<file path="src/rtl/id_stage_pipe.sv">
// id_stage_pipe: RV32I decode stage with ID/EX register, EX/MEM forwarding and load-use stall.
// Define ID_RV32M_EN to decode RV32M (funct7=0000001) ops as legal with mext_o=1.
module id_stage_pipe #(
    parameter int XLEN   = 32,
    parameter int ADDR_W = 32,
    parameter int RA_W   = 5
) (
    input  logic              clk,
    input  logic              rst,
    input  logic              if_valid,
    output logic              id_ready,
    input  logic [31:0]       inst_i,
    input  logic [ADDR_W-1:0] pc_i,
    output logic [RA_W-1:0]   rf_raddr1,
    output logic [RA_W-1:0]   rf_raddr2,
    input  logic [XLEN-1:0]   rf_rdata1,
    input  logic [XLEN-1:0]   rf_rdata2,
    input  logic              ex_fwd_we,
    input  logic [RA_W-1:0]   ex_fwd_wd,
    input  logic [XLEN-1:0]   ex_fwd_data,
    input  logic              ex_is_load,
    input  logic              mem_fwd_we,
    input  logic [RA_W-1:0]   mem_fwd_wd,
    input  logic [XLEN-1:0]   mem_fwd_data,
    input  logic              flush,
    output logic              ex_valid,
    input  logic              ex_ready,
    output logic [6:0]        aluop_o,
    output logic [2:0]        alufun_o,
    output logic              alufun7_o,
    output logic [XLEN-1:0]   reg1_o,
    output logic [XLEN-1:0]   reg2_o,
    output logic [XLEN-1:0]   imm_o,
    output logic [RA_W-1:0]   wd_o,
    output logic              wreg_o,
    output logic [ADDR_W-1:0] pc_o,
    output logic              illegal_o,
    output logic              mext_o
);

    localparam logic [6:0] OP_LUI    = 7'b0110111;
    localparam logic [6:0] OP_AUIPC  = 7'b0010111;
    localparam logic [6:0] OP_JAL    = 7'b1101111;
    localparam logic [6:0] OP_JALR   = 7'b1100111;
    localparam logic [6:0] OP_BRANCH = 7'b1100011;
    localparam logic [6:0] OP_LOAD   = 7'b0000011;
    localparam logic [6:0] OP_STORE  = 7'b0100011;
    localparam logic [6:0] OP_IMM    = 7'b0010011;
    localparam logic [6:0] OP_REG    = 7'b0110011;
    localparam logic [6:0] F7_ALT    = 7'b0100000;
    localparam logic [6:0] F7_MEXT   = 7'b0000001;

    typedef enum logic [2:0] {
        F_X, F_R, F_I, F_S, F_B, F_U, F_J
    } fmt_e;

    typedef enum logic {
        S_RUN, S_LU_STALL
    } state_e;

    state_e state_q;

    logic [6:0]      opc;
    logic [2:0]      f3;
    logic [6:0]      f7;
    logic [RA_W-1:0] ra1, ra2, rd;

    assign opc = inst_i[6:0];
    assign f3  = inst_i[14:12];
    assign f7  = inst_i[31:25];
    assign ra1 = RA_W'(inst_i[19:15]);
    assign ra2 = RA_W'(inst_i[24:20]);
    assign rd  = RA_W'(inst_i[11:7]);

    assign rf_raddr1 = ra1;
    assign rf_raddr2 = ra2;

    logic imm_ok, r_base_ok;
    fmt_e fmt_d;
    logic mext_d;

    // Shift encodings carry funct7 in the immediate; only SRAI may use the alt value.
    assign imm_ok = (f3 == 3'd1) ? (f7 == 7'd0) :
                    (f3 == 3'd5) ? (f7 == 7'd0 || f7 == F7_ALT) : 1'b1;

    assign r_base_ok = (f7 == 7'd0) ||
                       (f7 == F7_ALT && (f3 == 3'd0 || f3 == 3'd5));

    // Classify the instruction format; anything unrecognised is F_X (illegal).
    always_comb begin
        fmt_d  = F_X;
        mext_d = 1'b0;
        unique case (1'b1)
            opc == OP_LUI,
            opc == OP_AUIPC:  fmt_d = F_U;
            opc == OP_JAL:    fmt_d = F_J;
            opc == OP_JALR:   fmt_d = (f3 == 3'd0) ? F_I : F_X;
            opc == OP_LOAD:   fmt_d = (f3 == 3'd3 || f3[2:1] == 2'b11) ? F_X : F_I;
            opc == OP_STORE:  fmt_d = (f3 < 3'd3) ? F_S : F_X;
            opc == OP_BRANCH: fmt_d = (f3[2:1] == 2'b01) ? F_X : F_B;
            opc == OP_IMM:    fmt_d = imm_ok ? F_I : F_X;
            opc == OP_REG: begin
`ifdef ID_RV32M_EN
                mext_d = (f7 == F7_MEXT);
`else
                mext_d = 1'b0;
`endif
                fmt_d = (r_base_ok || mext_d) ? F_R : F_X;
            end
            default: fmt_d = F_X;
        endcase
    end

    logic [31:0] imm32;

    // Assemble the sign-extended immediate for the decoded format.
    always_comb begin
        imm32 = 32'd0;
        unique case (fmt_d)
            F_I: imm32 = {{20{inst_i[31]}}, inst_i[31:20]};
            F_S: imm32 = {{20{inst_i[31]}}, inst_i[31:25], inst_i[11:7]};
            F_B: imm32 = {{19{inst_i[31]}}, inst_i[31], inst_i[7],
                          inst_i[30:25], inst_i[11:8], 1'b0};
            F_U: imm32 = {inst_i[31:12], 12'b0};
            F_J: imm32 = {{11{inst_i[31]}}, inst_i[31], inst_i[19:12],
                          inst_i[20], inst_i[30:21], 1'b0};
            default: imm32 = 32'd0;
        endcase
    end

    logic            use1_d, use2_d, wr_d, ill_d;
    logic [XLEN-1:0] src1, src2, reg1_d, reg2_d, imm_d;
    logic [RA_W-1:0] wd_d;
    logic            wreg_d, f7b_d;

    assign ill_d  = (fmt_d == F_X);
    assign use1_d = (fmt_d == F_R) || (fmt_d == F_I) ||
                    (fmt_d == F_S) || (fmt_d == F_B);
    assign use2_d = (fmt_d == F_R) || (fmt_d == F_S) || (fmt_d == F_B);
    assign wr_d   = (fmt_d == F_R) || (fmt_d == F_I) ||
                    (fmt_d == F_U) || (fmt_d == F_J);

    assign src1 = (ra1 == '0) ? '0 :
                  (ex_fwd_we && ex_fwd_wd == ra1) ? ex_fwd_data :
                  (mem_fwd_we && mem_fwd_wd == ra1) ? mem_fwd_data :
                  rf_rdata1;
    assign src2 = (ra2 == '0) ? '0 :
                  (ex_fwd_we && ex_fwd_wd == ra2) ? ex_fwd_data :
                  (mem_fwd_we && mem_fwd_wd == ra2) ? mem_fwd_data :
                  rf_rdata2;

    assign reg1_d = use1_d ? src1 : '0;
    assign reg2_d = use2_d ? src2 : '0;
    assign imm_d  = XLEN'($signed(imm32));
    assign wd_d   = wr_d ? rd : '0;
    assign wreg_d = wr_d && (rd != '0);
    assign f7b_d  = inst_i[30] && !mext_d;

    logic ex_valid_q, hazard, adv, accept;

    // A load in EX cannot forward yet; stall only if a source actually read matches.
    assign hazard = if_valid && ex_is_load && ex_fwd_we && (ex_fwd_wd != '0) &&
                    ((use1_d && ex_fwd_wd == ra1) || (use2_d && ex_fwd_wd == ra2));
    assign adv      = !ex_valid_q || ex_ready;
    assign id_ready = rst && adv && !hazard;
    assign accept   = if_valid && id_ready;

    // Load-use tracking: one stall cycle, then the held inst re-decodes with MEM fwd.
    always_ff @(posedge clk or negedge rst) begin
        if (!rst) begin
            state_q <= S_RUN;
        end else if (flush) begin
            state_q <= S_RUN;
        end else begin
            unique case (state_q)
                S_RUN:      if (hazard && adv) state_q <= S_LU_STALL;
                S_LU_STALL: state_q <= S_RUN;
                default:    state_q <= S_RUN;
            endcase
        end
    end

    logic [6:0]        aluop_q;
    logic [2:0]        alufun_q;
    logic              alufun7_q, wreg_q, illegal_q, mext_q;
    logic [XLEN-1:0]   reg1_q, reg2_q, imm_q;
    logic [RA_W-1:0]   wd_q;
    logic [ADDR_W-1:0] pc_q;

    // ID/EX register: flush kills, accept loads, EX consume without accept empties.
    always_ff @(posedge clk or negedge rst) begin
        if (!rst) begin
            ex_valid_q <= 1'b0;
            aluop_q    <= '0;
            alufun_q   <= '0;
            alufun7_q  <= 1'b0;
            reg1_q     <= '0;
            reg2_q     <= '0;
            imm_q      <= '0;
            wd_q       <= '0;
            wreg_q     <= 1'b0;
            pc_q       <= '0;
            illegal_q  <= 1'b0;
            mext_q     <= 1'b0;
        end else if (flush) begin
            ex_valid_q <= 1'b0;
        end else if (accept) begin
            ex_valid_q <= 1'b1;
            aluop_q    <= opc;
            alufun_q   <= f3;
            alufun7_q  <= f7b_d;
            reg1_q     <= reg1_d;
            reg2_q     <= reg2_d;
            imm_q      <= imm_d;
            wd_q       <= wd_d;
            wreg_q     <= wreg_d;
            pc_q       <= pc_i;
            illegal_q  <= ill_d;
            mext_q     <= mext_d;
        end else if (adv) begin
            ex_valid_q <= 1'b0;
        end
    end

    assign ex_valid  = ex_valid_q;
    assign aluop_o   = aluop_q;
    assign alufun_o  = alufun_q;
    assign alufun7_o = alufun7_q;
    assign reg1_o    = reg1_q;
    assign reg2_o    = reg2_q;
    assign imm_o     = imm_q;
    assign wd_o      = wd_q;
    assign wreg_o    = wreg_q;
    assign pc_o      = pc_q;
    assign illegal_o = illegal_q;
    assign mext_o    = mext_q;

endmodule

</file>
<file path="config.mk">
export PLATFORM = sky130hd
export DESIGN_NAME = id_stage_pipe
export DESIGN_NICKNAME = d
export VERILOG_FILES = /design/src/rtl/id_stage_pipe.sv
export SDC_FILE = /design/constraint.sdc
export NUM_CORES = 1
export LEC_CHECK = 0
export BUFFER_PORTS_ARGS = -buffer_cell sky130_fd_sc_hd__buf_2
export CORE_MARGIN = 4
export CORE_UTILIZATION = 30
export DETAILED_ROUTE_END_ITERATION = 6
export GPL_TIMING_DRIVEN = 0
export SETUP_SLACK_MARGIN = 0.5
export SYNTH_ARGS = -nofsm -noshare
export SYNTH_HDL_FRONTEND = slang
export SYNTH_SLANG_ARGS = --single-unit
</file>
<file path="constraint.sdc">
create_clock -name clk -period 6.1 [get_ports clk]
set_input_delay 0.305 -clock clk [delete_from_list [all_inputs] [get_ports clk]]
set_output_delay 0.305 -clock clk [all_outputs]
set_load 0.02 [all_outputs]
</file>
==> impl_results.md <==
- WP buf/inv: 2
- RePlAce Congestion: approximately 0.81
- Vias in the first global route: between 7000 and 8000
- Power share of the clock group: around two fifths
- Root buffer cell: clkbuf_16
- Clock sinks: approximately 150
- Initial antenna violation count: 4
- Largest family of logic cells by synthesized area: multiplexers
- CP Max Fanout: 10
- Post-synthesis compound-gate area fraction: 13.5%
- Overall Power: about 2.7 mW
- Critical Path AT: ~4.4 ns
- P per Cell Area: 248 nW/um2
- Hold path start: flush
- Final setup violation count: 0
- Crit path largest cell delay: 0.96 ns
- Chip Width: 173 um
- Worst hold path type: input port to register
- Crit start category: input port
- GRT Total Usage: a little under a fifth
- GR Util met1: between 20 and 25%
- Syn Nets: slightly above 900
- Final wirelength: around 29000 um
- Final hold viol count: 0
- RR Endpoint: imm_o[3]
- FP Rows: 60
- Simple-gate share of the synthesized area: 6.79%
- Die H: between 150 and 200 um
- Combinational Power Share: around a fifth
- Final setup margin: ~2.0 ns
- VDD IR-drop max: ~0.17 mV
- Unrepaired setup endpoints after global routing: no
- M3 GR Usage: 5.27%
- Final setup TNS: 0 ns
- WHS Endpoint: ex_valid
- Synth Register Bits: between 100 and 150
- Congestion Overflow GR: 0
- CORE AREA: approximately 27000 um2
- Setup Fix Bufs, Post-CTS: 0
- Worst Skew: around 0.012 ns
- FMAX: approximately 250 MHz
- Post-synth cell types: 55
- Synth warn: 0
- Post-layout minimum cycle time: 4.07 ns
- Post-Syn Area per Cell: ~11 um2
- Max clock buf depth: 2
- Xor/xnor cell area share of the yosys netlist: 2.15%
- Final Non-Filler Cells: ~1500
- Layout cells sized above 1: a little under half
- Hold path cells: 2
- CP delay by family, top: compound AO/OA/AOI/OAI gates
- Post-layout util: between 40% and 50%
- Via count: around 7200
- I/O pin count: 369
- FF-to-FF path depth: 7
- Die area: 29800 um2
- Dpl ws: about 1.7 ns
- WHS: 0.0800 ns
- GR peak layer: met2
- Initial DRT Pass Iterations: 5
- Status: complete, no violations
- Sequential share of the synthesized area: 45.2%
- DRC violations left: 0
- Sw Share: a little under a third
- Adder-cell area share of the yosys netlist: 0.615%
- Post-synth EDFFs: 0
- Slew headroom: 24.7%
- Drt wl/cell: around 20 um
- Num CTS Buffers: 17
- Met2 Track Usage GR: around a third
- Most common cell after layout, fill and taps aside: buf_2
- Actual slew at the worst max-slew pin: between 1 and 1.5 ns
- Cell area after layout: between 10000 and 15000 um2
- Post-synthesis mux area share: 25.3%
- Detail Route Antenna Nets: 0
- Syn Inst Count: 720
- Synth Flop Type: dfrtp_1
- P_sw: approximately 0.85 mW
- Placed insts: roughly 1400
- Placed Area: ~10000 um2
- Most frequent cells in the layout: 373 x buf_2, 147 x dfrtp_1, 92 x mux2i_1, 74 x nor2_1, 59 x a21oi_1
- Mapped cell area: 8140 um2
- # fillers: approximately 2700
- Reg2reg setup slack: around 4.2 ns
- Critical path capture point type: register
- H-tree depth: 4
- Starting density of the core: 30.4%
- Total internal power: 1.89 mW
- Ys async rst share: 100%
- Largest net degree at the start of global routing: 82
- Register share of total power: approximately 40%
- Max cap viols: 0
- Area Growth Syn to Fin: 35.6%
- Final net count: about 1300
- Initial drt markers: between 300 and 400
- Final period utilization: 66.7%
- Fin. max-slew vios: 0
- CP max stage cell: a2111oi_0
- Crit-path cells: buf_2, or4_1, nor3_1, a21oi_1, o21ai_0, nand3_1, o21a_1, ha_1, a2111oi_0, a211o_1, clkbuf_1, a211oi_1, mux2_2
- Clock-pin slew on the worst setup and hold paths: 0.07 ns
- CTS tree: built
- Leak: around 5.5 nW
- Via density: between 4 and 5
- I/O Buffers: ~370
- CTS-repair resized insts: 0
- DP Wirelength: about 22000 um
- Reg2reg start: ex_valid
- Required @ worst endpoint: ~6.4 ns
- First-pass GRT wire length: 44400 um
- Critical path class: input port to register
- Worst-skew pair later-pin latency: around 0.42 ns
## area by class of cell
| class | count | area, um2 | area share [%] |
|---|---|---|---|
| Clock inverter | 15 | 163 | 1.47 |
| Multi-Input combinational cell | 482 | 3940 | 35.7 |
| Clock buffer | 17 | 425 | 3.85 |
| Inverter | 34 | 128 | 1.16 |
| Sequential cell | 147 | 3680 | 33.3 |
| Tap cell | 341 | 427 | 3.86 |
| Timing Repair Buffer | 369 | 1880 | 17.1 |
| Antenna cell | 1 | 2.50 | 0.0227 |
| Buffer | 57 | 398 | 3.60 |
## what timing repair did
action | CTS | global route
endpoints found under the setup margin | 0 | 0
hold buffers | 1 | 0
endpoints found under the hold margin | 66 | 0
## worst max-delay path by stage
stage	from	endpoint	slack, ns	depth (start not counted)
finish	inst_i[29]	reg2_o[24]	2.03	13
global route	inst_i[29]	reg2_o[24]	1.85	13
CTS	inst_i[29]	reg2_o[24]	2.07	13
detailed placement	inst_i[29]	reg2_o[24]	1.68	13
global placement	rst	imm_o[4]	1.31	7
floorplan	inst_i[29]	imm_o[3]	2.66	15
## cells in the mapped netlist (2+ instances only)
| cell type | count | share of area [%] |
|---|---|---|
| mux2i_1 | 92 | 11 |
| ha_1 | 4 | 0.61 |
| nor2b_1 | 7 | 0.54 |
| a211oi_1 | 33 | 3.0 |
| mux2_4 | 42 | 7.7 |
| nor2_1 | 74 | 3.4 |
| nor3_1 | 8 | 0.49 |
| o211a_1 | 2 | 0.25 |
| a211o_1 | 2 | 0.22 |
| buf_2 | 7 | 0.43 |
| buf_4 | 14 | 1.3 |
| and3_1 | 2 | 0.15 |
| xor2_1 | 16 | 1.7 |
| a21oi_1 | 59 | 3.6 |
| clkbuf_1 | 25 | 1.2 |
| nand2b_1 | 3 | 0.23 |
| dfrtp_1 | 147 | 45 |
| buf_6 | 4 | 0.55 |
| or4_1 | 2 | 0.18 |
| buf_12 | 5 | 1.2 |
| nand3b_1 | 3 | 0.28 |
| o21ai_0 | 5 | 0.31 |
| xnor2_1 | 4 | 0.43 |
| nor4_1 | 2 | 0.15 |
| nand2_1 | 12 | 0.55 |
| a22o_1 | 36 | 3.9 |
| o211ai_1 | 2 | 0.18 |
| nand3_1 | 4 | 0.25 |
| inv_1 | 34 | 1.6 |
| mux2_2 | 45 | 6.2 |
## sequential cells by signal (all words and copies together), names as in the netlist
| register | count |
|---|---|
| wd_o | 5 |
| illegal_o | 1 |
| pc_o | 32 |
| reg1_o | 32 |
| aluop_o | 7 |
| reg2_o | 32 |
| ex_valid | 1 |
| imm_o | 32 |
| wreg_o | 1 |
| alufun7_o | 1 |
| alufun_o | 3 |
## power by group through the flow
| stage | registers [mW] | logic [mW] | clock network [mW] |
|---|---|---|---|
| after detailed placement | 1.12 | 0.568 | 0 |
| after global placement | 1.12 | 0.559 | 0 |
| after global routing | 1.11 | 0.605 | 1.15 |
| after floorplan | 1.22 | 0.205 | 0 |
| final | 1.10 | 0.562 | 1.07 |
| after CTS | 1.10 | 0.570 | 1.11 |
## per-layer routing
| layer | wire, um | part of all wire (%) | vias up |
|---|---|---|---|
| li1 | - | - | 3371 |
| met1 | 12300 | 43 | 3473 |
| met2 | 13800 | 48 | 292 |
| met3 | 2070 | 7.2 | 31 |
| met4 | 436 | 1.5 | 4 |
| met5 | 21 | 0.073 | - |
## cells by family after synthesis
group           count (synthesis)
flops                         147
simple gates                  122
compound gates                156
fa+ha+maj                       4
mux                           179
xor+xnor                       20
other cells                     1
buf+inv                        91
(Power assumes the default switching activity.)
